<file path="config.mk">
export PLATFORM = sky130hd
export DESIGN_NAME = keypad_scanner
export DESIGN_NICKNAME = d
export VERILOG_FILES = /design/src/rtl/synth_pkg.sv /design/src/rtl/keypad_tick.sv /design/src/rtl/keypad_scanner.sv
export SDC_FILE = /design/constraint.sdc
export NUM_CORES = 1
export LEC_CHECK = 0
export CAP_MARGIN = 10
export CELL_PAD_IN_SITES_DETAIL_PLACEMENT = 1
export CELL_PAD_IN_SITES_GLOBAL_PLACEMENT = 1
export CORE_MARGIN = 2
export CORE_UTILIZATION = 40
export CTS_CLUSTER_DIAMETER = 40
export DETAILED_ROUTE_END_ITERATION = 6
export GPL_TIMING_DRIVEN = 0
export PLACE_DENSITY_LB_ADDON = 0.12
export SYNTH_ARGS = -nofsm -noshare
export SYNTH_HDL_FRONTEND = slang
export SYNTH_SLANG_ARGS = --single-unit
</file>
<file path="constraint.sdc">
create_clock -name clk -period 2.7 [get_ports clk]
set_input_delay 0.54 -clock clk [delete_from_list [all_inputs] [get_ports clk]]
set_output_delay 0.54 -clock clk [all_outputs]
set_load 0.02 [all_outputs]
</file>
<file path="src/rtl/synth_pkg.sv">
// Shared note-interface definitions: note encodings, special key codes and the
// helpers that turn a debounced keypad frame into a priority key and a pitch.
package synth_pkg;

  localparam logic [2:0] NOTE_C = 3'd0;
  localparam logic [2:0] NOTE_D = 3'd1;
  localparam logic [2:0] NOTE_E = 3'd2;
  localparam logic [2:0] NOTE_F = 3'd3;
  localparam logic [2:0] NOTE_G = 3'd4;
  localparam logic [2:0] NOTE_A = 3'd5;
  localparam logic [2:0] NOTE_B = 3'd6;

  localparam logic [3:0] KEY_OCT_DOWN = 4'd12;
  localparam logic [3:0] KEY_OCT_UP   = 4'd13;
  localparam logic [1:0] OCTAVE_RESET = 2'd1;
  localparam logic [1:0] OCTAVE_MAX   = 2'd3;

  // valid=0 means "no usable key"; idx is forced to 0 then so codes compare cleanly.
  typedef struct packed {
    logic       valid;
    logic [3:0] idx;
  } key_code_t;

  typedef struct packed {
    logic [2:0] note;
    logic       sharp;
  } pitch_t;

  function automatic key_code_t priority_code(input logic [15:0] frame);
    key_code_t k;
    k = '0;
    for (int i = 15; i >= 0; i--) begin
      if (frame[i]) begin
        k.valid = 1'b1;
        k.idx   = 4'(i);
      end
    end
    // Keys 14 and 15 carry no function and behave exactly like an empty keypad.
    if (k.idx > KEY_OCT_UP) k = '0;
    return k;
  endfunction

  function automatic logic is_note(input key_code_t k);
    return k.valid && (k.idx < KEY_OCT_DOWN);
  endfunction

  function automatic pitch_t decode_pitch(input logic [3:0] idx);
    pitch_t p;
    case (idx)
      4'd0:    p = '{NOTE_C, 1'b0};
      4'd1:    p = '{NOTE_C, 1'b1};
      4'd2:    p = '{NOTE_D, 1'b0};
      4'd3:    p = '{NOTE_D, 1'b1};
      4'd4:    p = '{NOTE_E, 1'b0};
      4'd5:    p = '{NOTE_F, 1'b0};
      4'd6:    p = '{NOTE_F, 1'b1};
      4'd7:    p = '{NOTE_G, 1'b0};
      4'd8:    p = '{NOTE_G, 1'b1};
      4'd9:    p = '{NOTE_A, 1'b0};
      4'd10:   p = '{NOTE_A, 1'b1};
      4'd11:   p = '{NOTE_B, 1'b0};
      default: p = '{NOTE_C, 1'b0};
    endcase
    return p;
  endfunction

endpackage

</file>
<file path="src/rtl/keypad_tick.sv">
// Scan-rate divider: counts 0..SCAN_DIV and asserts tick for the single cycle
// spent at SCAN_DIV, giving one tick every SCAN_DIV+1 clocks.
module keypad_tick #(
  parameter int SCAN_DIV = 200000
) (
  input  logic clk,
  input  logic rst_n,
  output logic tick
);

  localparam int CW = (SCAN_DIV < 1) ? 1 : $clog2(SCAN_DIV + 1);
  localparam logic [CW-1:0] DIV_MAX = CW'(SCAN_DIV);

  logic [CW-1:0] div_cnt;

  // NOTE: sequential state is assigned with <= only, so every register samples
  // pre-edge values regardless of statement order.
  always_ff @(posedge clk or negedge rst_n) begin
    if (!rst_n)                 div_cnt <= '0;
    else if (div_cnt == DIV_MAX) div_cnt <= '0;
    else                        div_cnt <= div_cnt + 1'b1;
  end

  assign tick = (div_cnt == DIV_MAX);

endmodule

</file>
<file path="src/rtl/keypad_scanner.sv">
// 4x4 active-low keypad scanner: row scan, frame debounce, priority decode and
// note/octave/sharp event generation for the tone generator and display.
module keypad_scanner
  import synth_pkg::*;
#(
  parameter int SCAN_DIV        = 200000,
  parameter int DEBOUNCE_FRAMES = 4
) (
  input  logic       clk,
  input  logic       rst_n,
  input  logic [3:0] col_n,
  output logic [3:0] row_n,
  output logic [2:0] note,
  output logic [1:0] octave,
  output logic       accident,
  output logic       key_valid,
  output logic       key_press,
  output logic       key_release
);

  localparam int DB_W = (DEBOUNCE_FRAMES > 1) ? $clog2(DEBOUNCE_FRAMES) : 1;
  localparam logic [DB_W-1:0] DB_LAST = DB_W'(DEBOUNCE_FRAMES - 1);

  logic            tick;
  logic [3:0]      col_meta, col_sync;
  logic [1:0]      row_idx;
  logic [15:0]     raw, prev, stable;
  logic            frame_done, stable_upd;
  logic [DB_W-1:0] db_cnt, db_cnt_nxt;
  key_code_t       new_code, last_code;
  pitch_t          new_pitch;

  logic [2:0] note_nxt;
  logic [1:0] octave_nxt;
  logic       accident_nxt, valid_nxt, press_nxt, release_nxt;

  keypad_tick #(.SCAN_DIV(SCAN_DIV)) u_tick (
    .clk   (clk),
    .rst_n (rst_n),
    .tick  (tick)
  );

  // Columns idle high through the pull-ups, so the synchronizer resets to "no key".
  always_ff @(posedge clk or negedge rst_n) begin
    if (!rst_n) begin
      col_meta <= 4'hF;
      col_sync <= 4'hF;
    end else begin
      col_meta <= col_n;
      col_sync <= col_meta;
    end
  end

  always_ff @(posedge clk or negedge rst_n) begin
    if (!rst_n) begin
      row_idx    <= 2'd0;
      raw        <= '0;
      frame_done <= 1'b0;
    end else begin
      frame_done <= tick && (row_idx == 2'd3);
      if (tick) begin
        raw[{row_idx, 2'b00} +: 4] <= ~col_sync;
        row_idx                    <= row_idx + 2'd1;
      end
    end
  end

  // The row is driven a whole tick period before it is sampled.
  assign row_n = ~(4'b0001 << row_idx);

  always_comb begin
    db_cnt_nxt = '0;
    if (raw == prev) db_cnt_nxt = (db_cnt == DB_LAST) ? db_cnt : db_cnt + 1'b1;
  end

  always_ff @(posedge clk or negedge rst_n) begin
    if (!rst_n) begin
      prev       <= '0;
      stable     <= '0;
      db_cnt     <= '0;
      stable_upd <= 1'b0;
    end else begin
      stable_upd <= 1'b0;
      if (frame_done) begin
        prev   <= raw;
        db_cnt <= db_cnt_nxt;
        if (db_cnt_nxt == DB_LAST) begin
          stable     <= raw;
          stable_upd <= 1'b1;
        end
      end
    end
  end

  assign new_code  = priority_code(stable);
  assign new_pitch = decode_pitch(new_code.idx);

  // NOTE: every output of this block is given a default first, so no path
  // leaves a value unassigned and no latch is inferred.
  always_comb begin
    note_nxt     = note;
    accident_nxt = accident;
    octave_nxt   = octave;
    valid_nxt    = key_valid;
    press_nxt    = 1'b0;
    release_nxt  = 1'b0;
    // Only a change of priority code produces events; re-accepting the same code is silent.
    if (stable_upd && (new_code != last_code)) begin
      if (is_note(new_code)) begin
        note_nxt     = new_pitch.note;
        accident_nxt = new_pitch.sharp;
        valid_nxt    = 1'b1;
        press_nxt    = 1'b1;
      end else begin
        if (is_note(last_code)) begin
          valid_nxt   = 1'b0;
          release_nxt = 1'b1;
        end
        if (new_code.valid && new_code.idx == KEY_OCT_DOWN && octave != 2'd0)
          octave_nxt = octave - 2'd1;
        if (new_code.valid && new_code.idx == KEY_OCT_UP && octave != OCTAVE_MAX)
          octave_nxt = octave + 2'd1;
      end
    end
  end

  always_ff @(posedge clk or negedge rst_n) begin
    if (!rst_n) begin
      last_code   <= '0;
      note        <= NOTE_C;
      accident    <= 1'b0;
      octave      <= OCTAVE_RESET;
      key_valid   <= 1'b0;
      key_press   <= 1'b0;
      key_release <= 1'b0;
    end else begin
      if (stable_upd) last_code <= new_code;
      note        <= note_nxt;
      accident    <= accident_nxt;
      octave      <= octave_nxt;
      key_valid   <= valid_nxt;
      key_press   <= press_nxt;
      key_release <= release_nxt;
    end
  end

endmodule

</file>
==> out/results.tsv <==
metric	value	unit
run status	completed	
R2R cell count	7	
post-route antenna net violation count	0	
Initial Util	0.415	
final routed DRC violation total	0	
Hold Worst Slack	0.151	ns
Area contributors post-synth	dfrtp_1, mux2_2, xnor2_1	
H-tree levels	3	
dpl ws	-0.289	ns
reg2reg setup slack	0.02	ns
Layout Utilization	0.491	
clock skew	0.0170	ns
clock latency on the worst-skew pair	0.37	ns
Post-synth ARST share	1.00	
CP Max Fanout	6	
drt via density	5.31	
leak pwr	2.29	nW
hold crit path type	in -> async	
Synth cell types	51	
Post-Synthesis Cells	374	
crit path cell chain	or4_4, and4_4, or4_4, o211ai_2, a21oi_2, a41oi_4, mux2_2	
clock slew at reported path FFs	0.10	ns
P per Cell Area	508	mW/mm^2
first-pass iteration count of the detailed router	5	
Final min period	2.68	ns
vias in the first global route	3123	
path type of the worst setup path	reg -> reg	
HPWL after detailed placement	6520	um
commonest cells after routing, fill and taps aside	dfrtp_1, nand2_1, mux2_2	
gr usage total	0.175	
largest net degree at the start of global routing	57	
highest routed layer	met4	
# diodes	0	
syn_area_per_cell	11.6	um^2
row count	37	
grt total ovfl	0	
syn_nets	387	
Worst setup EP type	flip-flop	
relative slew slack	0.613	
metal2 WL	4330	um
CP required	2.96	ns
Post-CTS Hold Buffers	0	
Crit path depth	7	
Max Clk Rate	373	MHz
GPL Wtd Cong	0.782	
placed instance area	0.00470	mm^2
sequential area share after synthesis	0.546	
post-route worst setup slack	0.0193	ns
most used cell, CP	or4_4	
startpoint types	flip-flop	
RSZ-0062 raised after global routing	true	
RR Endpoint	note[0]	
vias	2950	
VDD IR-drop max	0.251	mV
worst path bufs/invs	0	
Area Overhead vs Synth	18.2	%
Die Ht	108	um
clock sink count	94	
clock buffer depth	2	
# setup viols final	0	
Slew @ Worst Pin	0.577	ns
Tcrit/Tclk final	0.993	
# nets final	428	
WL met3	239	um
Top Ports	19	
Die W	108	um
most common cell after layout, fill and taps aside	dfrtp_1	
synth warn	0	
post-synthesis cell area	0.00433	mm^2
DRT iter0 DRCs	85	
met1 wire length	4540	um
CP delay by family, top	simple AND/OR/NAND/NOR gates	
Synth area leader	dfrtp_1	
multi-input combinational cell area	0.00195	mm^2
PortBufs	18	
FF+latch count, synth	94	
fin area	0.00511	mm^2
DIE AREA	0.0117	mm^2
Fin. Hold Viols	0	
Yosys top cell area share	0.491	
number of synthesized flops with an enable pin	0	
Slowest-stage cell, CP	or4_4	
register area	0.00236	mm^2
Root Driver	clkbuf_8	
Max stage delay on crit path	0.53	ns
Inserted Clock Buffers	9	
core box area	0.0104	mm^2
CTS tree	done	
ratio of cells with drive above 1 in the final layout	0.236	
Arrival @ worst endpoint	2.94	ns
Slew Limit Fails	0	
first-pass GRT wire length	15900	um
final setup TNS	0	ns
Main synth FF type	dfrtp_1	
FF-to-FF Start	stable[15]	
wire per inst	16.6	um
initial antenna violation count	0	
final WL	9240	um
max cap viols	0	
filler instances	1119	
where the power goes:
part	total, mW	internal [mW]	switching (mW)
logic	0.0387	0.0101	0.0286
clock network	1.14	0.619	0.518
registers	1.42	1.42	0.00535
per-layer routing:
metal,up-vias,global-route usage
met3,10,0.0356
met5,-,0
met4,0,0.0577
li1,1414,-
met2,37,0.284
met1,1489,0.237
Yosys cell counts, drive strengths merged (2+ instances only):
master / count
dfstp: 9
xnor2: 29
a21oi: 12
nand2b: 4
nor2b: 3
nor3: 3
nand3: 12
and3: 7
a211o: 2
o211ai: 2
clkbuf: 5
nand2: 36
o21ai: 12
nor2: 17
a221o: 2
ha: 7
mux2i: 2
and4: 3
or4: 4
nand4: 7
a21o: 2
dfrtp: 85
o31ai: 17
xor2: 6
mux2: 37
inv: 18
nor4b: 2
or3: 4
nor4: 8
a31oi: 2
area by class of cell:
type / instances / area share
Buffer: 5 / 0.00391
Clock buffer: 9 / 0.0242
Clock inverter: 7 / 0.0235
Inverter: 18 / 0.0132
Multi-Input combinational cell: 256 / 0.382
Sequential cell: 94 / 0.462
Tap cell: 136 / 0.0333
Timing Repair Buffer: 31 / 0.0577
repair_timing:
item	in CTS	in global routing
buffers inserted	5	7
pin swaps	3	5
endpoints found under the setup margin	14	30
gates resized for setup	6	13
registers in the layout, indices dropped and copies added (netlist names):
name,cells
u_tick.div_cnt,18
prev,16
raw,16
stable,16
last_code,5
col_meta,4
col_sync,4
note,3
db_cnt,2
octave,2
row_idx,2
accident,1
frame_done,1
key_press,1
key_release,1
key_valid,1
stable_upd,1
cells by family (layout without fill, tap and decap cells):
logic type | Yosys count | count (layout) | synth area share
and+or+nand+nor | 113 | 113 | 0.136
xor gates and xnor gates | 35 | 35 | 0.0708
muxes | 39 | 39 | 0.101
AOI/OAI and AO/OA | 62 | 62 | 0.105
DFF | 94 | 94 | 0.546
adders and majority gates | 7 | 7 | 0.0202
buffers and inverters | 24 | 70 | 0.0208
worst reg2reg max path, cell delays in order, from the launching register on:
cell and delay (ns):
dfrtp_1 0.40, or4_4 0.53, and4_4 0.23, or4_4 0.42
o211ai_2 0.20, a21oi_2 0.08, a41oi_4 0.36, mux2_2 0.38
how the worst max path moves through the flow:
stage	start	to	slack, ns
floorplan	stable[14]	accident	0.14
global placement	rst_n	u_tick.div_cnt[8]	-2.51
detailed placement	raw[0]	stable[14]	-0.29
CTS	stable[15]	note[0]	-0.007
global route	stable[7]	note[1]	-0.07
finish	stable[15]	note[0]	0.02
through the flow:
stage | std cells | total power [mW]
2_1_floorplan | 374 | 1.45
3_3_place_gp | 528 | 1.49
3_5_place_dp | 529 | 1.49
4_1_cts | 549 | 2.64
5_1_grt | 556 | 2.69
6_report | 556 | 2.60
Power figures use the tool's default switching activity.
